**src/rtl/inst_fetch_resp_pkg.sv**
```systemverilog
// Shared types and constants for the instruction-fetch responder.
// Holds the FSM state encoding, bus widths and enable levels.
package inst_fetch_resp_pkg;

    localparam int InstAddrBus = 32;
    localparam int InstBus     = 32;

    localparam logic ReadEnable  = 1'b1;
    localparam logic ReadDisable = 1'b0;

    typedef enum logic [1:0] {
        FetchIdle  = 2'd0,
        FetchWait  = 2'd1,
        FetchDrain = 2'd2
    } fetch_state_e;

    function automatic logic [InstAddrBus-1:0] word_addr(
        input logic [InstAddrBus-1:0] a
    );
        return {a[InstAddrBus-1:2], 2'b00};
    endfunction

endpackage

```
**src/rtl/inst_fetch_resp_if.sv**
```systemverilog
// Instruction bus: one request/acknowledge transaction per fetch.
// master = fetch responder, slave = memory / bus bridge.
interface inst_fetch_resp_if;
    import inst_fetch_resp_pkg::*;

    logic                   mem_req;
    logic [InstAddrBus-1:0] mem_addr;
    logic [InstBus-1:0]     mem_rdata;
    logic                   mem_ack;

    modport master (
        output mem_req,
        output mem_addr,
        input  mem_rdata,
        input  mem_ack
    );

    modport slave (
        input  mem_req,
        input  mem_addr,
        output mem_rdata,
        output mem_ack
    );

endinterface

```
**src/rtl/inst_fetch_resp.sv**
```systemverilog
// Fetch-stage responder: PC request -> instruction bus -> IF/ID strobe.
// Define INST_FETCH_ALIGN_CHK_EN to raise inst_adel on misaligned fetches.
module inst_fetch_resp
    import inst_fetch_resp_pkg::*;
#(
    parameter logic [InstBus-1:0] RESET_INST = 32'h0000_0000
) (
    input  logic                   clk,
    input  logic                   rst,
    input  logic                   ce,
    input  logic [InstAddrBus-1:0] pc,
    input  logic                   flush,
    output logic                   stall,
    inst_fetch_resp_if.master      bus,
    output logic [InstBus-1:0]     inst,
    output logic [InstAddrBus-1:0] inst_pc,
    output logic                   inst_valid,
    output logic                   inst_adel
);

    fetch_state_e           state_q, state_d;
    logic                   req_q, req_d;
    logic [InstAddrBus-1:0] addr_q, addr_d;
    logic [InstAddrBus-1:0] pc_q, pc_d;
    logic [InstBus-1:0]     inst_q, inst_d;
    logic [InstAddrBus-1:0] inst_pc_q, inst_pc_d;
    logic                   valid_q, valid_d;
    logic                   adel_q, adel_d;
    logic                   misaligned;

`ifdef INST_FETCH_ALIGN_CHK_EN
    assign misaligned = |pc[1:0];
`else
    assign misaligned = 1'b0;
`endif

    always_comb begin
        state_d   = state_q;
        req_d     = req_q;
        addr_d    = addr_q;
        pc_d      = pc_q;
        inst_d    = inst_q;
        inst_pc_d = inst_pc_q;
        valid_d   = 1'b0;
        adel_d    = 1'b0;
        unique case (state_q)
            FetchIdle: begin
                if (!flush && ce == ReadEnable) begin
                    if (misaligned) begin
                        valid_d   = 1'b1;
                        adel_d    = 1'b1;
                        inst_d    = RESET_INST;
                        inst_pc_d = pc;
                    end else begin
                        req_d   = ReadEnable;
                        addr_d  = word_addr(pc);
                        pc_d    = pc;
                        state_d = FetchWait;
                    end
                end
            end
            FetchWait: begin
                // flush beats a same-cycle ack: the word is dropped
                if (bus.mem_ack) begin
                    req_d   = ReadDisable;
                    state_d = FetchIdle;
                    if (!flush) begin
                        inst_d    = bus.mem_rdata;
                        inst_pc_d = pc_q;
                        valid_d   = 1'b1;
                    end
                end else if (flush) begin
                    state_d = FetchDrain;
                end
            end
            FetchDrain: begin
                if (bus.mem_ack) begin
                    req_d   = ReadDisable;
                    state_d = FetchIdle;
                end
            end
            default: begin
                state_d = FetchIdle;
                req_d   = ReadDisable;
            end
        endcase
    end

    always_ff @(posedge clk) begin
        if (rst) begin
            state_q   <= FetchIdle;
            req_q     <= ReadDisable;
            addr_q    <= '0;
            pc_q      <= '0;
            inst_q    <= RESET_INST;
            inst_pc_q <= '0;
            valid_q   <= 1'b0;
            adel_q    <= 1'b0;
        end else begin
            state_q   <= state_d;
            req_q     <= req_d;
            addr_q    <= addr_d;
            pc_q      <= pc_d;
            inst_q    <= inst_d;
            inst_pc_q <= inst_pc_d;
            valid_q   <= valid_d;
            adel_q    <= adel_d;
        end
    end

    assign stall        = (state_q == FetchWait) || (state_q == FetchDrain);
    assign bus.mem_req  = req_q;
    assign bus.mem_addr = addr_q;
    assign inst         = inst_q;
    assign inst_pc      = inst_pc_q;
    assign inst_valid   = valid_q;
    assign inst_adel    = adel_q;

endmodule

```
**src/flat_wrapper.sv**
```systemverilog
// flat-port wrapper written by rule: the top's interface ports become plain ports
module inst_fetch_resp_flat import inst_fetch_resp_pkg::*;
#(
    parameter logic [InstBus-1:0] RESET_INST = 32'h0000_0000
)
  (clk, rst, ce, pc, flush, stall, inst, inst_pc, inst_valid, inst_adel, bus_mem_req, bus_mem_addr, bus_mem_rdata, bus_mem_ack);
  inst_fetch_resp_if bus_i ();
  input  logic clk;
  input  logic rst;
  input  logic ce;
  input  logic [InstAddrBus-1:0] pc;
  input  logic flush;
  output logic stall;
  output logic [InstBus-1:0] inst;
  output logic [InstAddrBus-1:0] inst_pc;
  output logic inst_valid;
  output logic inst_adel;
  output wire logic [$bits(bus_i.mem_req)-1:0] bus_mem_req;
  output wire logic [$bits(bus_i.mem_addr)-1:0] bus_mem_addr;
  input wire logic [$bits(bus_i.mem_rdata)-1:0] bus_mem_rdata;
  input wire logic [$bits(bus_i.mem_ack)-1:0] bus_mem_ack;
  assign bus_mem_req = bus_i.mem_req;
  assign bus_mem_addr = bus_i.mem_addr;
  assign bus_i.mem_rdata = bus_mem_rdata;
  assign bus_i.mem_ack = bus_mem_ack;
  inst_fetch_resp #(.RESET_INST(RESET_INST)) u_core (.clk(clk), .rst(rst), .ce(ce), .pc(pc), .flush(flush), .stall(stall), .bus(bus_i), .inst(inst), .inst_pc(inst_pc), .inst_valid(inst_valid), .inst_adel(inst_adel));
endmodule
```
**config.mk**
```make
export PLATFORM = sky130hd
export DESIGN_NAME = inst_fetch_resp_flat
export DESIGN_NICKNAME = d
export VERILOG_FILES = /design/src/rtl/inst_fetch_resp_pkg.sv /design/src/rtl/inst_fetch_resp_if.sv /design/src/rtl/inst_fetch_resp.sv /design/src/flat_wrapper.sv
export SDC_FILE = /design/constraint.sdc
export NUM_CORES = 1
export LEC_CHECK = 0
export ABC_CLOCK_PERIOD_IN_PS = 1630
export CORE_UTILIZATION = 42
export DETAILED_ROUTE_END_ITERATION = 12
export GPL_ROUTABILITY_DRIVEN = 0
export PLACE_DENSITY_LB_ADDON = 0.25
export SYNTH_ARGS = -nofsm -noshare
export SYNTH_HDL_FRONTEND = slang
export SYNTH_SLANG_ARGS = --single-unit
```
**constraint.sdc**
```tcl
create_clock -name clk -period 1.63 [get_ports clk]
set_input_delay 0.4075 -clock clk [delete_from_list [all_inputs] [get_ports clk]]
set_output_delay 0.4075 -clock clk [all_outputs]
set_load 0.005 [all_outputs]
```
; Yosys cells after proc, flatten, opt, wreduce, memory -nomap -nowiden
; Cells that the tools add are included.
; W data, S select, Z words.
[op_classes]
eq_ne = 6
muxes = 9
n_bitwise = 3
n_reduce_logical = 10
[ops]
columns = cell, count
row1 = $mux W2, 4
row2 = $pmux W2 S3, 1
row3 = $reduce_and A3 Y1, 2
row4 = $ne A2 B1 Y1 const B, 2
row5 = $reduce_and A2 Y1, 2
row6 = $mux W1, 3
row7 = $ne A3 B3 Y1 const B, 1
row8 = $not A1 Y1, 3
row9 = $reduce_or A3 Y1, 1
row10 = $eq A2 B1 Y1 const B, 1
row11 = $eq A2 B2 Y1 const B, 1
row12 = $logic_not A2 Y1, 1
row13 = $ne A2 B2 Y1 const B, 1
row14 = $pmux W1 S2, 1
row15 = $reduce_or A2 Y1, 1
row16 = $logic_and A1 B1 Y1, 1
row17 = $logic_not A1 Y1, 1
row18 = $logic_or A1 B1 Y1, 1
[word_totals]
register_bits = 130
inputBits = 69
out_inout_bits = 100
word_cells = 35

; Longest topological paths before layout
[logic_depth]
word_depth = 4
depth_mapped = 7
mapped_depth_nobuf = 5

; Least setup slack after synthesis
; Ideal clock, no wire load.
[synth_timing]
path_type = register to register
from = register u_core.state_q[1]
to = register u_core.state_q[1]
setup_ns = 0.074
arrival_ns = 1.262
required_ns = 1.556
setup_slack_ns = 0.294
path_stages_with_launch = 6
n_path_buf = 0
period_less_slack_ns = 1.336
path_cell_list = dfxtp_1 inv_1 ha_1 nor2b_1 a2111o_1 a31oi_1
[synth_via]
elab_chain_len = 3
elab_cells_between_ends = 8
classes_between = 5 x eq/ne / 1 x mux / 2 x reduce/logical
[synth_lines]
columns = element, line_no
row1 = from (decl), inst_fetch_resp.sv:21  ; fetch_state_e state_q, state_d;
row2 = from (signal assigned), inst_fetch_resp.sv:91  ; state_q <= FetchIdle;
row3 = from (signal assigned), inst_fetch_resp.sv:100  ; state_q <= state_d;
row4 = "$eq A2 B1 Y1, or another cell as far along", inst_fetch_resp.sv:46  ; unique case (state_q)
row5 = "$ne A3 B3 Y1 (no source line), or another cell as far along", n/a
row6 = $reduce_and A3 Y1 (no source line), n/a
; Several ways; a longest one is shown, not always the timed one.
; A chain may end at the register's enable or synchronous reset.

; Final worst setup path
[layout_timing]
from = register u_core.inst_q[23] (netlist: u_core.inst[23])
to = output port inst[23]
[layout_rtl]
columns = element, line_no
row1 = from (decl), inst_fetch_resp.sv:25  ; logic [InstBus-1:0] inst_q, inst_d;
row2 = from (signal assigned), inst_fetch_resp.sv:104  ; inst_q <= inst_d;
row3 = to (decl), flat_wrapper.sv:14  ; output logic [InstBus-1:0] inst;
; No word-level cell between the ends.

==> results.md <==
- Vias in the first global route: about 3300
- Max clock buf depth: 2
- Most common cell in the netlist: nand2_1
- Worst slack, placed: -0.166 ns
- # hold bufs at CTS: 0
- Min Clock Period, post-route: 1.59 ns
- Routed len/inst: around 14 um
- Final core occ: 66.7%
- Filler Cell Count: roughly 740
- Nets: between 600 and 700
- Post-DP HPWL: roughly 6.7 mm
- Status: complete, but fails checks
- Drt drc: 10
- Layout cell share with drive strength beyond 1: approximately 17%
- DRT iter0 DRCs: around 120
- FP Rows: 34
- CP Data Required Time: around 1.2 ns
- H-tree levels: 3
- Synth top area cells: dfxtp_1, nand2_1, a21oi_1
- Cell area power density: 803 nW/um^2
- Via/cell ratio: ~4.7
- Final WS setup: 0.0387 ns
- DR vias: 3490
- First-pass GRT wire length: 15.6 mm
- Die ar.: approximately 9600 um^2
- Hold Slack: roughly 0.43 ns
- Skew-Pair Late Insertion Delay: roughly 0.36 ns
- Cell family with most CP delay: buffers and inverters
- Ports: between 150 and 200
- Post-synth top cells: nand2_1, dfxtp_1, a21oi_1
- Clk sinks: 100
- Post-synth ARST share: 0%
- CP endpoint kind: output port
- Arrival time worst endpoint: 1.18 ns
- Type of origin of the critical path: flop
- Non-filler cells, final: 738
- Max incr delay on CP: roughly 0.50 ns
- Pre-antenna DRT Iters: 8
- Inserted Clock Buffers: 9
- IO buf count: 165
- Mean Syn Cell Area: around 8 um^2
- Busiest layer in global routing: met2
- Most used DFF post-synth: dfxtp_1
- Static Leakage: approximately 3.1 nW
- Worst hold path class: in2reg
- Initial antenna violation count: 0
- Failing checks: DRC
- Fmax achieved: 628 MHz
- CP max-delay cell: clkdlybuf4s50_1
- Starting Density: between 40% and 50%
- Post-synth EDFFs: 0
- Routing usage on met1: 22.9%
- Yosys Warn Count: 0
- Yosys reg bits: 100
- GRT Resource Usage Total: roughly a fifth
- Synth cell types: 23
- Post-synthesis sequential area ratio: between 50% and 60%
- Pin count of the biggest net entering global routing: 43
- CP bufs+invs: 1
- Setup Skew: 0.00936 ns
- # diodes: 0
- Setup-failing EPs final: 0
- Met2 Usage GRT: a little over a third
- Tcrit/Tclk final: between 90% and 100%
- Final wirelength: around 10 mm
- Post-Syn Instances: roughly 480
- Detail Route Antenna Nets: 0
- Die height: 97.9 um
- TritonCTS clock tree: yes
- Yosys top cell area share: roughly half
- Peak supply drop: roughly 0.00051 V
- GRT Residual Overflow: 0
- DIE WIDTH: ~98 um
- Count of final hold-check violations: 0
- CORE AREA: slightly below 9000 um^2
- Area grow syn2layout: 52.0%
- GR Util met3: approximately 6.4%
- Cell Area, Synth: just under 4000 um^2
- WS Path Type: reg2out
- Placed cell count: about 710
- Clock transition at the registers of the reported paths: 0.09 ns
- Crit-path cells: clkdlybuf4s50_1
- Area leader, netlist: dfxtp_1
- Root buf cell: clkbuf_8
- Max Cap Violations: 0
- Crit path max fanout: 2
- Fin. max-slew vios: 0
## final cells by class
type                    count  area [um^2]  share of cell area, %
repair buffers            195         2020                   34.4
well taps                 108          135                   2.30
multi-input cells         316         1430                   24.3
flip-flops and latches    100         2070                   35.3
inverters                   3         11.3                  0.192
clock inverters             5         60.1                   1.02
clock buffers              11          141                   2.41
## metrics by stage
step	cell area (um^2)	setup TNS (ns)	total power, mW
5_1_grt	5870	-0.00312	4.93
3_3_place_gp	5420	-6.40	3.15
3_5_place_dp	5420	-9.83	3.16
2_1_floorplan	3870	0	2.85
4_1_cts	5680	0	4.76
6_report	5870	0	4.71
## cell usage in the layout, fill, tap and decap left out, drive strengths merged
cell and instances:
a221oi 1, a21oi 97, nand2 192, o21bai 1, conb 3, o21ai 2
clkinv 2, clkinvlp 1, buf 32, dlymetal6s2s 47, clkbuf 11, nor2b 3
dfxtp 100, and4bb 1, nand3 1, bufinv 1, a2111o 1, nor2 1
inv 4, and3b 2, ha 4, nand3b 2, nand2b 3, dlygate4sd2 43
a31oi 1, clkdlybuf4s50 73, a211oi 1
## final timing paths
check | from | to | slack (ns) | depth (start not counted)
worst min-delay path | rst | u_core.inst_pc[28] | 0.43 | 2
worst min register to register | u_core.pc_q[1] | u_core.inst_pc[1] | 0.45 | 2
worst max register to register | u_core.state_q[1] | u_core.inst[10] | 0.11 | 7
worst max-delay path | u_core.inst[23] | inst[23] | 0.04 | 1
## power breakdown
group | total, mW | internal, mW | switching (mW)
Combinational | 0.564 | 0.330 | 0.234
Sequential | 2.55 | 2.51 | 0.0360
Clock | 1.60 | 0.759 | 0.844
Total | 4.71 | 3.60 | 1.11
## routing by layer
metal | up-vias | share of wire (%)
li1 | 1791 | -
met1 | 1582 | 41
met2 | 102 | 50
met3 | 15 | 7.4
met4 | 0 | 1.8
met5 | - | 0
## state kept, by name, indices dropped and copies added (netlist names)
name / flops
u_core.inst: 32
u_core.state_q: 2
u_core.bus.mem_addr: 1
u_core.pc_q: 31
u_core.inst_pc: 32
u_core.bus.mem_req: 1
u_core.inst_valid: 1
## cell families (layout without fill, tap and decap cells)
logic type / after synthesis / in the layout / share of synthesized area (%)
flip-flops: 100 / 100 / 51.8
AO/OA/AOI/OAI: 104 / 104 / 13.9
other: 1 / 3 / 0.0971
AND/OR/NAND/NOR: 205 / 205 / 21.0
adder cells (fa/ha/maj): 4 / 4 / 1.30
buffers and inverters: 68 / 214 / 11.9
## repair_timing
action / in CTS / in global routing
resized for setup: 83 / 71
pin swaps: 0 / 2
endpoints found under the setup margin: 69 / 52
buffers inserted: 10 / 4
Note: power is estimated with default switching activity, not from simulation.
